--- src/rtl/syscall_responder.sv ---
// Syscall responder: services print_int, print_string and exit requests from the CPU,
// streaming ASCII bytes to the console over a valid/ready byte channel.
module syscall_responder #(
    parameter int unsigned MAX_STR_LEN = 256,
    parameter logic [31:0] CODE_INT    = 32'd1,
    parameter logic [31:0] CODE_STR    = 32'd4,
    parameter logic [31:0] CODE_EXIT   = 32'd10
) (
    input  logic        clock,
    input  logic        reset_n,
    input  logic        req_valid,
    output logic        req_ready,
    input  logic [31:0] req_code,
    input  logic [31:0] req_arg,
    output logic        done,
    output logic        err_unknown,
    output logic        halted,
    output logic        mem_rd_en,
    output logic [31:0] mem_addr,
    input  logic [7:0]  mem_rd_data,
    output logic        char_valid,
    input  logic        char_ready,
    output logic [7:0]  char_data
);

    localparam int CW = $clog2(MAX_STR_LEN + 1);

    typedef enum logic [3:0] {
        S_IDLE, S_INT_SIGN, S_INT_DIG, S_INT_EMIT,
        S_STR_REQ, S_STR_WAIT, S_STR_EMIT, S_DONE, S_HALT
    } state_t;

    state_t          state_q, state_d;
    logic [31:0]     mag_q, mag_d;
    logic [3:0]      pow_idx_q, pow_idx_d;
    logic [3:0]      digit_q, digit_d;
    logic            started_q, started_d;
    logic            neg_q, neg_d;
    logic [31:0]     ptr_q, ptr_d;
    logic [CW-1:0]   count_q, count_d;
    logic [7:0]      byte_q, byte_d;
    logic            err_q, err_d;
    logic            halted_q, halted_d;
    logic [31:0]     pow;

    function automatic logic [31:0] pow10(input logic [3:0] idx);
        case (idx)
            4'd0:    pow10 = 32'd1;
            4'd1:    pow10 = 32'd10;
            4'd2:    pow10 = 32'd100;
            4'd3:    pow10 = 32'd1000;
            4'd4:    pow10 = 32'd10000;
            4'd5:    pow10 = 32'd100000;
            4'd6:    pow10 = 32'd1000000;
            4'd7:    pow10 = 32'd10000000;
            4'd8:    pow10 = 32'd100000000;
            default: pow10 = 32'd1000000000;
        endcase
    endfunction

    assign pow         = pow10(pow_idx_q);
    assign mem_addr    = ptr_q;
    assign err_unknown = err_q;
    assign halted      = halted_q;

    // NOTE: every signal gets a default before the case so no path infers a latch.
    always_comb begin
        state_d    = state_q;
        mag_d      = mag_q;
        pow_idx_d  = pow_idx_q;
        digit_d    = digit_q;
        started_d  = started_q;
        neg_d      = neg_q;
        ptr_d      = ptr_q;
        count_d    = count_q;
        byte_d     = byte_q;
        err_d      = err_q;
        halted_d   = halted_q;
        req_ready  = 1'b0;
        done       = 1'b0;
        mem_rd_en  = 1'b0;
        char_valid = 1'b0;
        char_data  = 8'h00;

        case (state_q)
            S_IDLE: begin
                req_ready = 1'b1;
                if (req_valid) begin
                    if (req_code == CODE_INT) begin
                        neg_d     = req_arg[31];
                        mag_d     = req_arg[31] ? (~req_arg + 32'd1) : req_arg;
                        pow_idx_d = 4'd9;
                        digit_d   = 4'd0;
                        started_d = 1'b0;
                        state_d   = S_INT_SIGN;
                    end else if (req_code == CODE_STR) begin
                        ptr_d   = req_arg;
                        count_d = '0;
                        state_d = S_STR_REQ;
                    end else if (req_code == CODE_EXIT) begin
                        state_d = S_HALT;
                    end else begin
                        err_d   = 1'b1;
                        state_d = S_DONE;
                    end
                end
            end
            S_INT_SIGN: begin
                if (neg_q) begin
                    char_valid = 1'b1;
                    char_data  = 8'h2D;
                    if (char_ready) state_d = S_INT_DIG;
                end else begin
                    state_d = S_INT_DIG;
                end
            end
            // One subtraction per cycle; the digit is final once the remainder drops below p.
            S_INT_DIG: begin
                if (mag_q >= pow) begin
                    mag_d   = mag_q - pow;
                    digit_d = digit_q + 4'd1;
                end else if (digit_q != 4'd0 || started_q || pow_idx_q == 4'd0) begin
                    state_d = S_INT_EMIT;
                end else begin
                    pow_idx_d = pow_idx_q - 4'd1;
                end
            end
            S_INT_EMIT: begin
                char_valid = 1'b1;
                char_data  = 8'h30 + {4'h0, digit_q};
                if (char_ready) begin
                    started_d = 1'b1;
                    digit_d   = 4'd0;
                    if (pow_idx_q == 4'd0) begin
                        state_d = S_DONE;
                    end else begin
                        pow_idx_d = pow_idx_q - 4'd1;
                        state_d   = S_INT_DIG;
                    end
                end
            end
            S_STR_REQ: begin
                mem_rd_en = 1'b1;
                state_d   = S_STR_WAIT;
            end
            S_STR_WAIT: begin
                byte_d  = mem_rd_data;
                state_d = (mem_rd_data == 8'h00) ? S_DONE : S_STR_EMIT;
            end
            S_STR_EMIT: begin
                char_valid = 1'b1;
                char_data  = byte_q;
                if (char_ready) begin
                    ptr_d   = ptr_q + 32'd1;
                    count_d = count_q + 1'b1;
                    state_d = (count_q == CW'(MAX_STR_LEN - 1)) ? S_DONE : S_STR_REQ;
                end
            end
            S_DONE: begin
                done    = 1'b1;
                state_d = S_IDLE;
            end
            S_HALT: begin
                done     = ~halted_q;
                halted_d = 1'b1;
            end
            default: state_d = S_IDLE;
        endcase
    end

    // NOTE: state registers use non-blocking assignments so all flops update together.
    always_ff @(posedge clock or negedge reset_n) begin
        if (!reset_n) begin
            state_q   <= S_IDLE;
            mag_q     <= '0;
            pow_idx_q <= '0;
            digit_q   <= '0;
            started_q <= 1'b0;
            neg_q     <= 1'b0;
            ptr_q     <= '0;
            count_q   <= '0;
            byte_q    <= '0;
            err_q     <= 1'b0;
            halted_q  <= 1'b0;
        end else begin
            state_q   <= state_d;
            mag_q     <= mag_d;
            pow_idx_q <= pow_idx_d;
            digit_q   <= digit_d;
            started_q <= started_d;
            neg_q     <= neg_d;
            ptr_q     <= ptr_d;
            count_q   <= count_d;
            byte_q    <= byte_d;
            err_q     <= err_d;
            halted_q  <= halted_d;
        end
    end

endmodule
--- config.mk ---
export PLATFORM = sky130hd
export DESIGN_NAME = syscall_responder
export DESIGN_NICKNAME = d
export VERILOG_FILES = /design/src/rtl/syscall_responder.sv
export SDC_FILE = /design/constraint.sdc
export NUM_CORES = 1
export LEC_CHECK = 0
export BUFFER_PORTS_ARGS = -buffer_cell sky130_fd_sc_hd__buf_2
export CAP_MARGIN = 20
export CORE_ASPECT_RATIO = 1.2
export CORE_MARGIN = 1
export CORE_UTILIZATION = 45
export CTS_CLUSTER_DIAMETER = 100
export DETAILED_ROUTE_END_ITERATION = 10
export GPL_TIMING_DRIVEN = 0
export HOLD_SLACK_MARGIN = 0.12
export PLACE_DENSITY = 0.63
export SLEW_MARGIN = 20
export SYNTH_ARGS = -nofsm -noshare
export SYNTH_HDL_FRONTEND = slang
export SYNTH_SLANG_ARGS = --single-unit
--- constraint.sdc ---
create_clock -name clock -period 9.09 [get_ports clock]
set_clock_uncertainty 0.1 [all_clocks]
set_input_delay 0.909 -clock clock [delete_from_list [all_inputs] [get_ports clock]]
set_output_delay 0.909 -clock clock [all_outputs]
set_load 0.05 [all_outputs]
==> results of run 1 <==
-- state kept, by name, indices dropped and copies added (netlist names), 4 cells and up --
register	cells
state_q	4
mag_q	32
byte_q	8
mem_addr	32
count_q	9
digit_q	4
pow_idx_q	4
-- kinds of logic (layout without fill, tap and decap cells) --
group	Yosys count	in the layout	synth area share
adders and majority gates	45	45	0.0715
and+or+nand+nor	373	373	0.229
DFF	97	97	0.304
xor gates and xnor gates	59	59	0.0647
muxes	30	30	0.0418
buffers and inverters	86	223	0.0442
AOI/OAI and AO/OA	308	308	0.245
-- per-stage QoR --
| step | util | power, W |
|---|---|---|
| floorplan | - | 0.00280 |
| global placement | 0.508 | 0.00344 |
| detailed placement | 0.510 | 0.00346 |
| CTS | 0.527 | 0.00387 |
| global route | 0.527 | 0.00419 |
| finish | 0.527 | 0.00390 |
-- power groups by stage --
stage | logic [W] | clock network [W] | registers (W)
3_3_place_gp | 0.00264 | 0 | 0.000801
6_report | 0.00270 | 0.000399 | 0.000801
5_1_grt | 0.00294 | 0.000417 | 0.000827
3_5_place_dp | 0.00265 | 0 | 0.000805
2_1_floorplan | 0.00179 | 0 | 0.00101
4_1_cts | 0.00267 | 0.000402 | 0.000797
-- routing by layer --
metal / global-route usage / up-vias
li1: - / 3917
met2: 0.477 / 320
met5: 0 / -
met3: 0.0340 / 52
met1: 0.374 / 3851
met4: 0.111 / 0
-- cell type report --
cell class | count | area share
plain buffers | 49 | 0.0233
clock buffers | 9 | 0.0245
flip-flops and latches | 97 | 0.264
repair buffers | 121 | 0.0690
inverters | 37 | 0.0151
clock inverters | 7 | 0.00776
multi-input cells | 815 | 0.566
well taps | 220 | 0.0299
-- worst max-delay path by stage --
stage	from	endpoint	slack (ps)	cells after the start
final	pow_idx_q[2]	mag_q[21]	4560	15
after global routing	pow_idx_q[2]	mag_q[20]	4340	15
after CTS	pow_idx_q[2]	mag_q[29]	4610	16
after detailed placement	pow_idx_q[2]	mag_q[9]	4620	15
after global placement	pow_idx_q[0]	mag_q[15]	4640	15
after floorplan	pow_idx_q[0]	mag_q[13]	5460	15
-- cells in the mapped netlist, types with 18 or more instances --
cell	count	share of area
mux2_2	18	0.025
nand3_1	39	0.024
xor2_1	21	0.023
o21ai_0	56	0.035
inv_1	36	0.017
nor2_1	77	0.036
clkbuf_1	29	0.014
a21oi_1	107	0.067
nand2_1	130	0.061
ha_1	44	0.069
a31oi_1	18	0.014
dfrtp_1	97	0.30
xnor2_1	38	0.042
nor3_1	26	0.016
o22ai_1	19	0.015
-- critical path, stage by stage (launching register included) --
cell and delay (ps):
dfrtp_1 360, clkbuf_1 360, inv_1 230, ha_1 290
nor2b_1 150, ha_1 230, fa_1 420, nand2b_1 190
a21oi_1 250, o21ai_1 140, o21ai_1 450, o211ai_2 280
a21o_1 260, nand2_1 110, buf_4 240, mux2_2 350
==> metrics.txt, run 1 <==
Routed met2 length 12.5 mm; CTS tree built; post-DP HPWL between 15 and 20 mm; Pre-Repair DR Iteration Count 5; maximum vdd drop 0.216 mV; synth unique cells 83; Routed met3 length approximately 1.5 mm; Seq pwr share 0.205; post-DR vias/cell 6.01; Max H-tree Level 3; register area 2430 um2; layout cells sized above 1 0.177; gr usage total 0.286; Antenna Cells 0; fin. max-slew vios 0; reg2reg setup slack around 4600 ps; Leak Pwr 3.99 nW; DR iter-0 viols 462; critical path class reg -> reg; Critical Path RT 9240 ps; FF-to-FF path depth 15; global-route wire length before repair 40.2 mm; RR Startpoint pow_idx_q[2]; predominant post-synthesis flop cell dfrtp_1; Post-Syn Instances 998; Initial Util 0.458; Area after DPL 8890 um2; TritonCTS sink count 97; sw frac 0.547; cell internal pwr 0.00177 W; outcome completed; commonest non-fill, non-tap cells in the layout buf_2, nand2_1, a21oi_1; wire per inst 19.0 um; Psw 0.00213 W; fill cell count 1686; Core Area 17400 um2; Post-CTS Hold Fix Bufs 0; CP Capture Type flop; DR top layer met4; largest net degree at the start of global routing 57; Post-route DRC 0; initial antenna violation count 0; CP max FO 10; Post-Route WL 25.8 mm; port bufs 120; Die Ht 148 um; CTS buffer count 9; number of global-route vias before repair 7567; Final period util 0.499; Clk pwr share 0.102; clock tree buffer depth 2; Setup Fix Bufs, Post-CTS 0; fin crit period 4530 ps; synthesized cell area about 8000 um2; multi-input logic area 5210 um2; GPL Wtd Cong 0.899; tightest hold margin 357 ps; Core Rows 53; Top Ports 122; Setup Slack @ Placement 4620 ps; via count 8140; Fin. Hold Viols 0; Final ANT Viol Nets 0; Avg Cell Area, Syn 8.00 um2; maximum achievable frequency 221 MHz; unrepaired setup endpoints after global routing no; Worst R2R End mag_q[21]; Fin Setup TNS 0 ps; chip width 124 um; Synth Net Count 1119; CP Launch Type flop; Design Area, Final between 9000 and 10000 um2; Worst-path clk slew 80 ps; power per cell area 424 nW/um2; critical path arrival 4680 ps; M1 WL about 11 mm; Seq cells post-synth a little under 100; # setup viols final 0; P&R area growth vs syn 15.2%; number of flops mapped to enable cells by yosys 0; post-CTS sizing 0; root buffer cell clkbuf_16; Worst-Skew Late Latency 360 ps; placed insts 1339; FFs w/ async S/R, synth 1.00; Final nets between 1000 and 1500; Worst-Margin Slew 800 ps; sequential fraction of the synthesis area 0.304; grt ovf 0; Final Non-Filler Cells 1355; Slew HR 0.466; die area 18300 um2; max-cap check violation count 0; most common cell after layout, fill and taps aside buf_2; Worst Hold Class in -> async; synth warn 0; slack of the critical path 4560 ps; share of power burned in combinational logic 0.692
(Power assumes the default switching activity.)
==> inputs of run 2 (changes only) <==
--- a/config.mk
+++ b/config.mk
@@ -5,6 +5,7 @@
 export SDC_FILE = /design/constraint.sdc
 export NUM_CORES = 1
 export LEC_CHECK = 0
+export ABC_AREA = 1
 export BUFFER_PORTS_ARGS = -buffer_cell sky130_fd_sc_hd__buf_2
 export CAP_MARGIN = 20
 export CORE_ASPECT_RATIO = 1.2
@@ -14,7 +15,7 @@
 export DETAILED_ROUTE_END_ITERATION = 10
 export GPL_TIMING_DRIVEN = 0
 export HOLD_SLACK_MARGIN = 0.12
-export PLACE_DENSITY = 0.63
+export PLACE_DENSITY = 0.61
 export SLEW_MARGIN = 20
 export SYNTH_ARGS = -nofsm -noshare
 export SYNTH_HDL_FRONTEND = slang
==> constraint.sdc (replaced) <==
create_clock -name clock -period 4.35 [get_ports clock]
set_clock_uncertainty 0.1 [all_clocks]
set_input_delay 0.435 -clock clock [delete_from_list [all_inputs] [get_ports clock]]
set_output_delay 0.435 -clock clock [all_outputs]
set_load 0.05 [all_outputs]
==> run 2 against run 1 <==
Against the previous run:
- first-iteration DRC count grew 35%
- non-clock buffer count down 6
- combinational power is 150% higher
- final cell count is 53% higher
- register-to-register slack lost 3900 ps
- critical path type unchanged
- critical endpoint is now mag_q[27]
- largest cell class unchanged
==> metrics.txt, run 2 <==
outcome completed; number of global-route vias before repair 10242; total power 0.00928 W; cell internal pwr 0.00382 W; via count ~11000; CP Launch Type flop; CTS tree built; Worst R2R End mag_q[27]; largest area contributor in the netlist dfrtp_1; post-DR vias/cell a little over 5; Final period util 0.850; Final ANT Viol Nets 0; number of flops mapped to enable cells by yosys 0; top cell type's share of synthesized area 0.246; Avg Cell Area, Syn between 5 and 6 um2; slowest cell on the critical path dfrtp_1; Worst-Skew Late Latency 360 ps; TritonCTS sink count slightly below 100; Crit path top cell by count nand2_1; maximum vdd drop 0.495 mV; critical path arrival roughly 3800 ps; clock tree buffer depth 2; Core Rows roughly 60; DR iter-0 viols 624; Post-Syn Instances ~1700; Max H-tree Level 3; RR Startpoint pow_idx_q[0]; Worst Hold Class in -> reg; grt ovf 0; hold path endpoint byte_q[2]; Design Area, Final 11200 um2; crit path buf inv count 2; max-cap check violation count 0; most numerous cell in the Yosys netlist nand2_1; Final Non-Filler Cells slightly above 2000; synthesized cell area 9890 um2; # setup viols final 0; synth cell count leaders nand2_1, inv_1, nor2_1, nand3_1, dfrtp_1; synth unique cells 51; register area 2430 um2; Post-Synth Adder-Cell Area 0.0577; largest net degree at the start of global routing between 50 and 60; tightest hold margin 193 ps; gr usage total 0.309; fin. max-slew vios 0; Area after DPL roughly 11000 um2; top cells by area, synth dfrtp_1, nand2_1, inv_1; synth warn 0; Leak Pwr 6.12 nW; chip width 137 um; Clk pwr share 0.087; Synth Net Count about 1800; multi-input logic area 6300 um2; die area ~23000 um2; worst path cell trace inv_1 > ha_1 > ha_1 > nand2_1 > a21boi_0 > ha_1 > nand2_1 > nor2_1 > nand2_1 > nor2_1 > nand2_1 > nand2_2 > nand2_4 > buf_2 > nand3_1 > nand2_1; fill cell count 2354; power per cell area 830 nW/um2; CP Capture Type flop; sw frac 0.588; share of power burned in combinational logic 0.723; global-route wire length before repair 52.8 mm; Seq cells post-synth 97; Slew HR 0.530; wire per inst 16.0 um; Pre-Repair DR Iteration Count 5; Core Area 21600 um2; largest family of logic cells by synthesized area simple AND/OR/NAND/NOR gates; CP delay by family, top simple AND/OR/NAND/NOR gates; Fin. Hold Viols 0; Worst-Margin Slew a little over 700 ps; most common cell after layout, fill and taps aside nand2_1; Final nets 1914; CP max FO 10; predominant post-synthesis flop cell dfrtp_1; Post-route DRC 0; WHS Path Cells 3; hold path startpoint mem_rd_data[2]; FF-to-FF path depth 16; Max stage delay on crit path 520 ps; FFs w/ async S/R, synth 1.00; CTS buffer count 9; mux contribution to synthesized area 0.00202; Setup Fix Bufs, Post-CTS 0; fin crit period 3700 ps; Worst-path clk slew 80 ps; Seq pwr share 0.190; maximum achievable frequency about 270 MHz; met2 track demand over resource 0.552; Fin Setup TNS 0 ps; GPL Wtd Cong a little under 1; sequential fraction of the synthesis area 0.246; unrepaired setup endpoints after global routing no; Psw 0.00546 W; root buffer cell clkbuf_16; port bufs 120; Die Ht 164 um; layer with the highest usage met2; layout cells sized above 1 0.133; Synth Area in XOR/XNOR 0.0292; initial antenna violation count 4; Critical Path RT around 4500 ps; Post-Route WL 33.2 mm; placed insts slightly above 2000; post-synthesis compound-gate area fraction 0.102; Initial Util 0.457; critical path class reg -> reg; reg2reg setup slack 650 ps; GR Util met3 0.0307; P&R area growth vs syn 13.1%; commonest non-fill, non-tap cells in the layout nand2_1, inv_1, nor2_1; routing usage on met1 0.380; Top Ports 122; post-DP HPWL approximately 28 mm; Synth Area in Simple Gates 0.446
-- run 2: area by class of cell --
cell class	count	area share
clock inverters	6	0.00515
plain buffers	42	0.0251
flip-flops and latches	97	0.217
repair buffers	122	0.0576
well taps	274	0.0307
clock buffers	10	0.0214
diodes	3	0.000672
multi-input cells	1287	0.563
inverters	234	0.0788
-- run 2: through the flow --
step / util / worst slack (ps)
final: 0.517 / 653
after global routing: 0.517 / 450
after CTS: 0.516 / 649
after detailed placement: 0.502 / 680
after global placement: 0.501 / 682
after floorplan: - / 1390
-- run 2: worst max-delay path by stage --
stage | from | endpoint | depth (start not counted)
6_report | pow_idx_q[0] | mag_q[27] | 16
5_1_grt | pow_idx_q[0] | mag_q[17] | 18
4_1_cts | pow_idx_q[0] | mag_q[23] | 16
3_5_place_dp | pow_idx_q[0] | mag_q[23] | 16
3_3_place_gp | pow_idx_q[0] | pow_idx_q[2] | 16
2_1_floorplan | pow_idx_q[0] | mag_q[20] | 20
-- run 2: power groups by stage --
stage | Combinational, W | Clock (W) | Sequential [W]
finish | 0.00671 | 0.000809 | 0.00176
global route | 0.00758 | 0.000850 | 0.00181
CTS | 0.00671 | 0.000821 | 0.00175
detailed placement | 0.00668 | 0 | 0.00176
global placement | 0.00660 | 0 | 0.00176
floorplan | 0.00458 | 0 | 0.00208
-- run 2: cell families (layout without fill, tap and decap cells) --
group                    after synthesis  after routing
AND/OR/NAND/NOR                     1033           1033
buffers and inverters                276            414
adder cells (fa/ha/maj)               45             45
other                                  0              3
XOR/XNOR                              33             33
multiplexers                           2              2
AO/OA/AOI/OAI                        174            174
flip-flops                            97             97
-- run 2: what timing repair did --
item | CTS | global route
gates resized for setup | 0 | 0
hold buffers | 1 | 0
hold endpoints to repair | 49 | 0
-- run 2: per-layer routing --
layer  share of wire  vias to the layer above
met4           0.030                        2
met5         0.00036                        -
li1                -                     5519
met3           0.042                       60
met2            0.49                      256
met1            0.43                     4876
-- run 2: tightest hold or removal path, delay by kind of cell --
family / cells / cell delay, ps
buf+inv: 1 / 90
simple gates: 2 / 100
